`config.mk`:
```
export PLATFORM = sky130hd
export DESIGN_NAME = pipe_ctrl
export DESIGN_NICKNAME = d
export VERILOG_FILES = /design/src/rtl/pipe_ctrl_pkg.sv /design/src/rtl/pipe_ctrl_sat_counter.sv /design/src/rtl/pipe_ctrl.sv
export SDC_FILE = /design/constraint.sdc
export NUM_CORES = 1
export LEC_CHECK = 0
export CORE_MARGIN = 4
export CORE_UTILIZATION = 40
export CTS_BUF_LIST = sky130_fd_sc_hd__clkbuf_8
export DETAILED_ROUTE_END_ITERATION = 7
export GPL_TIMING_DRIVEN = 0
export PLACE_DENSITY = 0.76
export REMOVE_ABC_BUFFERS = 1
export SETUP_SLACK_MARGIN = 0.1
export SLEW_MARGIN = 30
export SYNTH_ARGS = -nofsm -noshare
export SYNTH_HDL_FRONTEND = slang
export SYNTH_SLANG_ARGS = --single-unit
```
`constraint.sdc`:
```
create_clock -name clk -period 4.02 [get_ports clk]
set_input_delay 0.402 -clock clk [delete_from_list [all_inputs] [get_ports clk]]
set_output_delay 0.402 -clock clk [all_outputs]
set_load 0.03 [all_outputs]
```
`src/rtl/pipe_ctrl_pkg.sv`:
```
// Shared definitions for the pipeline hazard/freeze controller: FSM state
// encoding, the x0 register index and the load-use hazard equation.
package pipe_ctrl_pkg;

  typedef enum logic [1:0] {
    RUN      = 2'd0,
    MEM_WAIT = 2'd1,
    ERROR    = 2'd2
  } state_e;

  localparam logic [4:0] REG_X0 = 5'd0;

  // A load in EX blocks the ID instruction only through a register it actually reads.
  function automatic logic load_use_hazard(
    input logic       ex_load,
    input logic [4:0] ex_dest,
    input logic       uses1,
    input logic [4:0] rs1,
    input logic       uses2,
    input logic [4:0] rs2
  );
    return ex_load && (ex_dest != REG_X0) &&
           ((uses1 && (rs1 == ex_dest)) || (uses2 && (rs2 == ex_dest)));
  endfunction

endpackage

```
`src/rtl/pipe_ctrl_sat_counter.sv`:
```
// Saturating up-counter used for each pipeline performance counter; it holds
// at all-ones instead of wrapping.
module sat_counter #(
  parameter int CNT_W = 32
) (
  input  logic             clk,
  input  logic             reset,
  input  logic             inc,
  output logic [CNT_W-1:0] count
);

  logic [CNT_W-1:0] count_q, count_d;

  always_comb begin
    count_d = count_q;
    if (inc && (count_q != '1)) count_d = count_q + 1'b1;
  end

  // NOTE: sequential state uses non-blocking assignments and an asynchronous reset in the sensitivity list.
  always_ff @(posedge clk or posedge reset) begin
    if (reset) count_q <= '0;
    else       count_q <= count_d;
  end

  assign count = count_q;

endmodule

```
`src/rtl/pipe_ctrl.sv`:
```
// Pipeline control: load-use stall/bubble, branch flush, data-memory freeze
// with timeout to a sticky ERROR state. Define PIPE_PERF_CNT_EN to add the
// luCnt/waitCnt/flushCnt saturating performance counters.
module pipe_ctrl
  import pipe_ctrl_pkg::*;
#(
  parameter int TIMEOUT_CYCLES = 255,
  parameter int CNT_W          = 32
) (
  input  logic             clk,
  input  logic             reset,
  input  logic [4:0]       idRs1_pi,
  input  logic [4:0]       idRs2_pi,
  input  logic             idUses1_pi,
  input  logic             idUses2_pi,
  input  logic [4:0]       exDest_pi,
  input  logic             exLoad_pi,
  input  logic             branchTaken_pi,
  input  logic             dmemReq_pi,
  input  logic             dmemReady_pi,
  output logic             stallIF_po,
  output logic             stallID_po,
  output logic             bubbleEX_po,
  output logic             flushID_po,
  output logic             flushEX_po,
  output logic             freeze_po,
  output logic             error_po,
  output logic [1:0]       state_po
`ifdef PIPE_PERF_CNT_EN
  ,
  output logic [CNT_W-1:0] luCnt_po,
  output logic [CNT_W-1:0] waitCnt_po,
  output logic [CNT_W-1:0] flushCnt_po
`endif
);

  localparam int WAIT_W = (TIMEOUT_CYCLES > 1) ? $clog2(TIMEOUT_CYCLES) : 1;
  localparam logic [WAIT_W-1:0] WAIT_LAST = WAIT_W'(TIMEOUT_CYCLES - 1);

  state_e            state_q, state_d;
  logic [WAIT_W-1:0] wait_cnt_q, wait_cnt_d;
  logic              mem_stall;
  logic              lu_haz;
  logic              freeze;

  always_comb begin
    mem_stall = dmemReq_pi & ~dmemReady_pi;
    lu_haz    = load_use_hazard(exLoad_pi, exDest_pi, idUses1_pi, idRs1_pi,
                                idUses2_pi, idRs2_pi);
  end

  // NOTE: every signal written here gets a default first, so no path can infer a latch.
  always_comb begin
    state_d    = state_q;
    wait_cnt_d = wait_cnt_q;
    freeze     = 1'b0;
    unique case (state_q)
      RUN: begin
        freeze     = mem_stall;
        wait_cnt_d = '0;
        if (mem_stall) state_d = MEM_WAIT;
      end
      MEM_WAIT: begin
        freeze = mem_stall;
        if (!mem_stall)                    state_d = RUN;
        else if (wait_cnt_q == WAIT_LAST)  state_d = ERROR;
        else                               wait_cnt_d = wait_cnt_q + 1'b1;
      end
      ERROR: begin
        freeze = 1'b1;
      end
      default: begin
        state_d    = RUN;
        wait_cnt_d = '0;
      end
    endcase
  end

  // Priority: freeze > branch flush > load-use; everything is quiet while reset is held.
  always_comb begin
    freeze_po   = freeze & ~reset;
    flushID_po  = branchTaken_pi & ~freeze & ~reset;
    flushEX_po  = flushID_po;
    stallIF_po  = lu_haz & ~branchTaken_pi & ~freeze & ~reset;
    stallID_po  = stallIF_po;
    bubbleEX_po = stallIF_po;
  end

  always_ff @(posedge clk or posedge reset) begin
    if (reset) begin
      state_q    <= RUN;
      wait_cnt_q <= '0;
    end else begin
      state_q    <= state_d;
      wait_cnt_q <= wait_cnt_d;
    end
  end

  assign error_po = (state_q == ERROR);
  assign state_po = state_q;

`ifdef PIPE_PERF_CNT_EN
  sat_counter #(.CNT_W(CNT_W)) u_lu_cnt (
    .clk   (clk),
    .reset (reset),
    .inc   (bubbleEX_po),
    .count (luCnt_po)
  );

  sat_counter #(.CNT_W(CNT_W)) u_wait_cnt (
    .clk   (clk),
    .reset (reset),
    .inc   (freeze_po),
    .count (waitCnt_po)
  );

  sat_counter #(.CNT_W(CNT_W)) u_flush_cnt (
    .clk   (clk),
    .reset (reset),
    .inc   (flushEX_po),
    .count (flushCnt_po)
  );
`endif

endmodule

```
# After elaboration in Yosys (flattened, before gate mapping)
# Index checks and enable logic that the tools add are counted.
[totals] ff_bits=10 inputBits=23 out_inout_bits=9 word_cells=42
[classes] addsub=1 n_eq_ne=9 muxes=8 bitwise=12 n_reduce_logical=10
[ops] op="8-bit 2-to-1 mux" count=2
[ops] op="8-bit one-hot mux with 2 select lines" count=1
[ops] op="5-bit equality test" count=2
[ops] op="8-bit by 1-bit adder with 8-bit output, second input constant" count=1
[ops] op="8-bit equality test, second input constant" count=1
[ops] op="1-bit AND" count=7
[ops] op="2-bit 2-to-1 mux" count=3
[ops] op="2-bit inequality test, second input constant" count=3
[ops] op="2-bit one-hot mux with 3 select lines" count=1
[ops] op="3-bit AND reduction" count=2
[ops] op="1-bit NOT" count=5
[ops] op="5-bit nonzero test" count=1
[ops] op="1-bit logical AND" count=4
[ops] op="3-bit inequality test, second input constant" count=1
[ops] op="2-bit by 1-bit equality test with 1-bit output, second input constant" count=1
[ops] op="2-bit equality test, second input constant" count=1
[ops] op="2-bit zero test" count=1
[ops] op="1-bit one-hot mux with 2 select lines" count=1
[ops] op="2-bit OR reduction" count=1
[ops] op="1-bit logical OR" count=1

# Depth between registers and ports, before layout
[logic_depth] word_depth=7 depth_mapped=7 depth_no_buf=6

# Worst setup path after synthesis
# Ideal clock, no wire load.
[synth_path] path_kind="reg-to-output" start="register state_q[0], in the netlist state_po[0]" end="output flushID_po" arrival_ns=2.300 required_ns=3.618 path_slack_ns=1.318 path_stages_with_launch=5 path_buffers=1 path_cell_list="dfrtp_1 > nand2b_1 > inv_1 > nor4_1 > buf_4"
[synth_via] elab_cells_between_ends=8 classes_between="2 x eq/ne; 1 x mux; 3 x bitwise; 2 x reduce/logical"
[synth_lines] item="start, declared" line_no="pipe_ctrl.sv:40" text="state_e state_q, state_d;"
[synth_lines] item="start signal, assigned" line_no="pipe_ctrl.sv:94" text="state_q <= state_d;"
[synth_lines] item="2-bit equality test"
[synth_lines] item="via error_po" line_no="pipe_ctrl.sv:27" text="output logic error_po,"
[synth_lines] item="1-bit one-hot mux with 2 select lines" line_no="pipe_ctrl.sv:57" text="unique case (state_q)"
[synth_lines] item="1-bit NOT" line_no="pipe_ctrl.sv:82" text="flushID_po = branchTaken_pi & ~freeze & ~reset;"
[synth_lines] item="1-bit AND (2 in a row)" line_no="pipe_ctrl.sv:82"
[synth_lines] item="end, declared" line_no="pipe_ctrl.sv:24" text="output logic flushID_po,"
# The timed path passes the listed nets, and every way through them passes these cells.

# Worst setup path in the final report
[layout_path] start="input exDest_pi[1]" end="output bubbleEX_po"
[layout_via] elab_chain_cells=7 elab_cells_between_ends=11 classes_between="2 x eq/ne; 3 x bitwise; 6 x reduce/logical"
[layout_rtl] item="start, declared" line_no="pipe_ctrl.sv:16" text="input logic [4:0] exDest_pi,"
[layout_rtl] item="5-bit equality test" line_no="pipe_ctrl_pkg.sv:23" text="((uses1 && (rs1 == ex_dest)) || (uses2 && (rs2 == ex_dest)));"
[layout_rtl] item="1-bit logical AND" line_no="pipe_ctrl_pkg.sv:23"
[layout_rtl] item="1-bit logical OR" line_no="pipe_ctrl_pkg.sv:23"
[layout_rtl] item="1-bit logical AND *" line_no="pipe_ctrl_pkg.sv:22" text="return ex_load && (ex_dest != REG_X0) &&"
[layout_rtl] item="1-bit AND * (3 in a row)" line_no="pipe_ctrl.sv:84" text="stallIF_po = lu_haz & ~branchTaken_pi & ~freeze & ~reset;"
[layout_rtl] item="end, declared" line_no="pipe_ctrl.sv:23" text="output logic bubbleEX_po,"
# Every way passes the cells marked *; elsewhere a longest branch is shown, timed or not.

==> out/results.ini <==
[status]
status = complete, no violations

[synth]
yosysTopAreaCell = dfrtp_1
synthCells = 89
synth-edff-count = 0
synth_common_cells = 12 x nand3_1, 10 x dfrtp_1, 8 x xor2_1
synth_area_leaders = dfrtp_1 33%, xor2_1 9.2%, nand3_1 7.8%
avgSynthCellArea_um2 = 8.60
synth_area_um2 = 766
synth_top_area_share_pct = 32.7
synth_ff_type = dfrtp_1
ys_ff_latch = 10
yosys_warnings = 0
synthArstFlopShare_pct = 100
ys_types = 33
synth_most_common_cell = nand3_1
yosysSeqAreaShare_pct = 32.7

[sta]
finalHoldViolCount = 0
maxSlewViolCount = 0
max_freq_mhz = 340
finalSetupTns_ns = 0
clock_skew_ns = 0.00800
finalCritPeriodShare_pct = 73.2
worst_slew_pin_slew_ns = 0.475
rsz0062_at_grt = false
relSlewSlack_pct = 68.3
setup_violations = 0
min_period_ns = 2.94

[pwr]
p_leak_nw = 0.441
p_per_area_nw_per_um2 = 256
peakVddDrop_v = 0.000248

[global_routing]
gr-total-overflow = 0
first_global_vias = 700
antenna_found_initial = 0
grt_start_max_net_pins = 15
grt_usage_pct = 15.8
grt_pass1_wl_um = 3160

[routing]
drtPass1Iterations = 4
vias_per_cell = 5.32
drc = 0
dr.first_iter.drc_count = 11
drt-total-wl_um = 1970
num_vias = 766
final_antenna_net_count = 0
post_drt_wl_per_cell_um = 13.7

[worst_setup_path]
crit_required_ns = 3.62
crit_path_end_kind = output pin
path_class = primary input to output pin
cp_max_fo = 3
critPathLaunchType = primary input
cp.arrival_ns = 2.54
rrSetupSlack_ns = 2.22

[floorplan]
core_area_um2 = 1760
start_util_pct = 43.4
dieHeight_um = 51.8
die_area_um2 = 2680
dieWidth_um = 51.8
ioPinCount = 32
std_cell_rows = 15

[layout]
layout.nets = 145
syn2layout_area_growth_pct = 46.9
drive_above_1_share_pct = 5.04
final_cells = 144
nFillCells = 170
antenna_cells = 0

[placement]
routabilityCongestion = 0.748
dp_hpwl_um = 1540
dpl.cell_count = 140
port_buffers = 31

[clock_network]
cts-root-buf = clkbuf_8
post_cts_buffers = 0
cts.clk_slew.worst_paths_ns = 0.05
cts_buffers = 3
ctsResizeCount = 0
cts_sinks = 10
cts_tree = done
cts_max_path_buffers = 2
cts_hold_buf = 0
insertion_delay_ns = 0.24
htree_levels = 1

[flow_run]
max-cap-violations = 0

[min_path]
hp-class = primary input to asynchronous set/reset pin

[layout by cell type (no fill, tap or decap)]
cell / n
a211oi_1: 1
nor4_1: 3
o21ai_0: 3
nor2_1: 3
o2111ai_1: 1
xor2_1: 8
o2bb2ai_1: 2
o22ai_1: 1
ha_1: 2
clkdlybuf4s50_1: 31
nand3_1: 12
nand4_1: 2
nand2_1: 5
nor2b_1: 1
o211ai_2: 1
clkbuf_8: 4
mux2i_1: 1
a21boi_0: 1
xnor2_1: 2
nand2b_1: 4
inv_1: 5
nor3_1: 1
or4b_1: 2
a31o_2: 1
o21ai_1: 1
or2_1: 1
or4_1: 2
and4_1: 1
dfrtp_1: 10
nor3b_1: 1
a21oi_1: 5
and2b_1: 1
[where the power goes]
group	total (mW)	switching, mW	internal [mW]
logic	0.0562	0.0247	0.0314
registers	0.103	0.00132	0.102
clock network	0.129	0.0427	0.0863
total	0.288	0.0687	0.220
[path summary, 6_finish.rpt]
check,startpoint,endpoint,cells past startpoint
worst max-delay path,exDest_pi[1],bubbleEX_po,6
worst min-delay path,reset,state_po[1],2
worst max register to register,wait_cnt_q[0],wait_cnt_q[3],6
worst min register to register,wait_cnt_q[7],wait_cnt_q[7],2
max in group asynchronous,reset,wait_cnt_q[5],2
min in group clk,wait_cnt_q[7],wait_cnt_q[7],2
[critical path, cell delays in order]
cell,delay [ns]
clkdlybuf4s50_1,0.47
xor2_1,0.19
nor4_1,0.35
nand3_1,0.12
a21oi_1,0.26
clkdlybuf4s50_1,0.75
[per-layer routing]
metal / up-vias / GRT usage, % / wire [um] / part of all wire, %
li1: 382 / - / - / -
met1: 367 / 19.4 / 820 / 42
met3: 2 / 5.16 / 81 / 4.1
met2: 15 / 27.8 / 1060 / 54
met5: - / 0 / 0 / 0
met4: 0 / 1.31 / 6 / 0.30
[registers in the layout, indices dropped and copies added (netlist names)]
| signal | cells |
|---|---|
| state_po | 2 |
| wait_cnt_q | 8 |
[metrics by stage]
stage	power, mW	hold slack, ns	utilization, %	area, um2	setup slack (ns)
3_5_place_dp	0.161	0.510	60.6	1070	1.04
2_1_floorplan	0.128	0.242	-	728	0.887
3_3_place_gp	0.160	0.510	60.6	1070	1.20
5_1_grt	0.302	0.574	63.8	1120	0.967
4_1_cts	0.291	0.537	63.8	1120	1.04
6_report	0.288	0.536	63.8	1120	1.08
[cells by family (layout without fill, tap and decap cells)]
group                    after synthesis  count (layout)  synth area share, %
multiplexers                           1               1                 1.31
adder cells (fa/ha/maj)                2               2                 3.27
flip-flops                            10              10                 32.7
AO/OA/AOI/OAI                         17              17                 14.9
AND/OR/NAND/NOR                       39              39                 29.1
XOR/XNOR                              10              10                 11.4
buffers and inverters                 10              40                 7.35
[final cells by class]
class	instances	area, um2	area share [%]
multi-input cells	69	459	40.8
clock buffers	4	55.1	4.89
well taps	25	31.3	2.78
flip-flops and latches	10	250	22.2
repair buffers	31	310	27.6
inverters	5	18.8	1.67
Power figures use the tool's default switching activity.
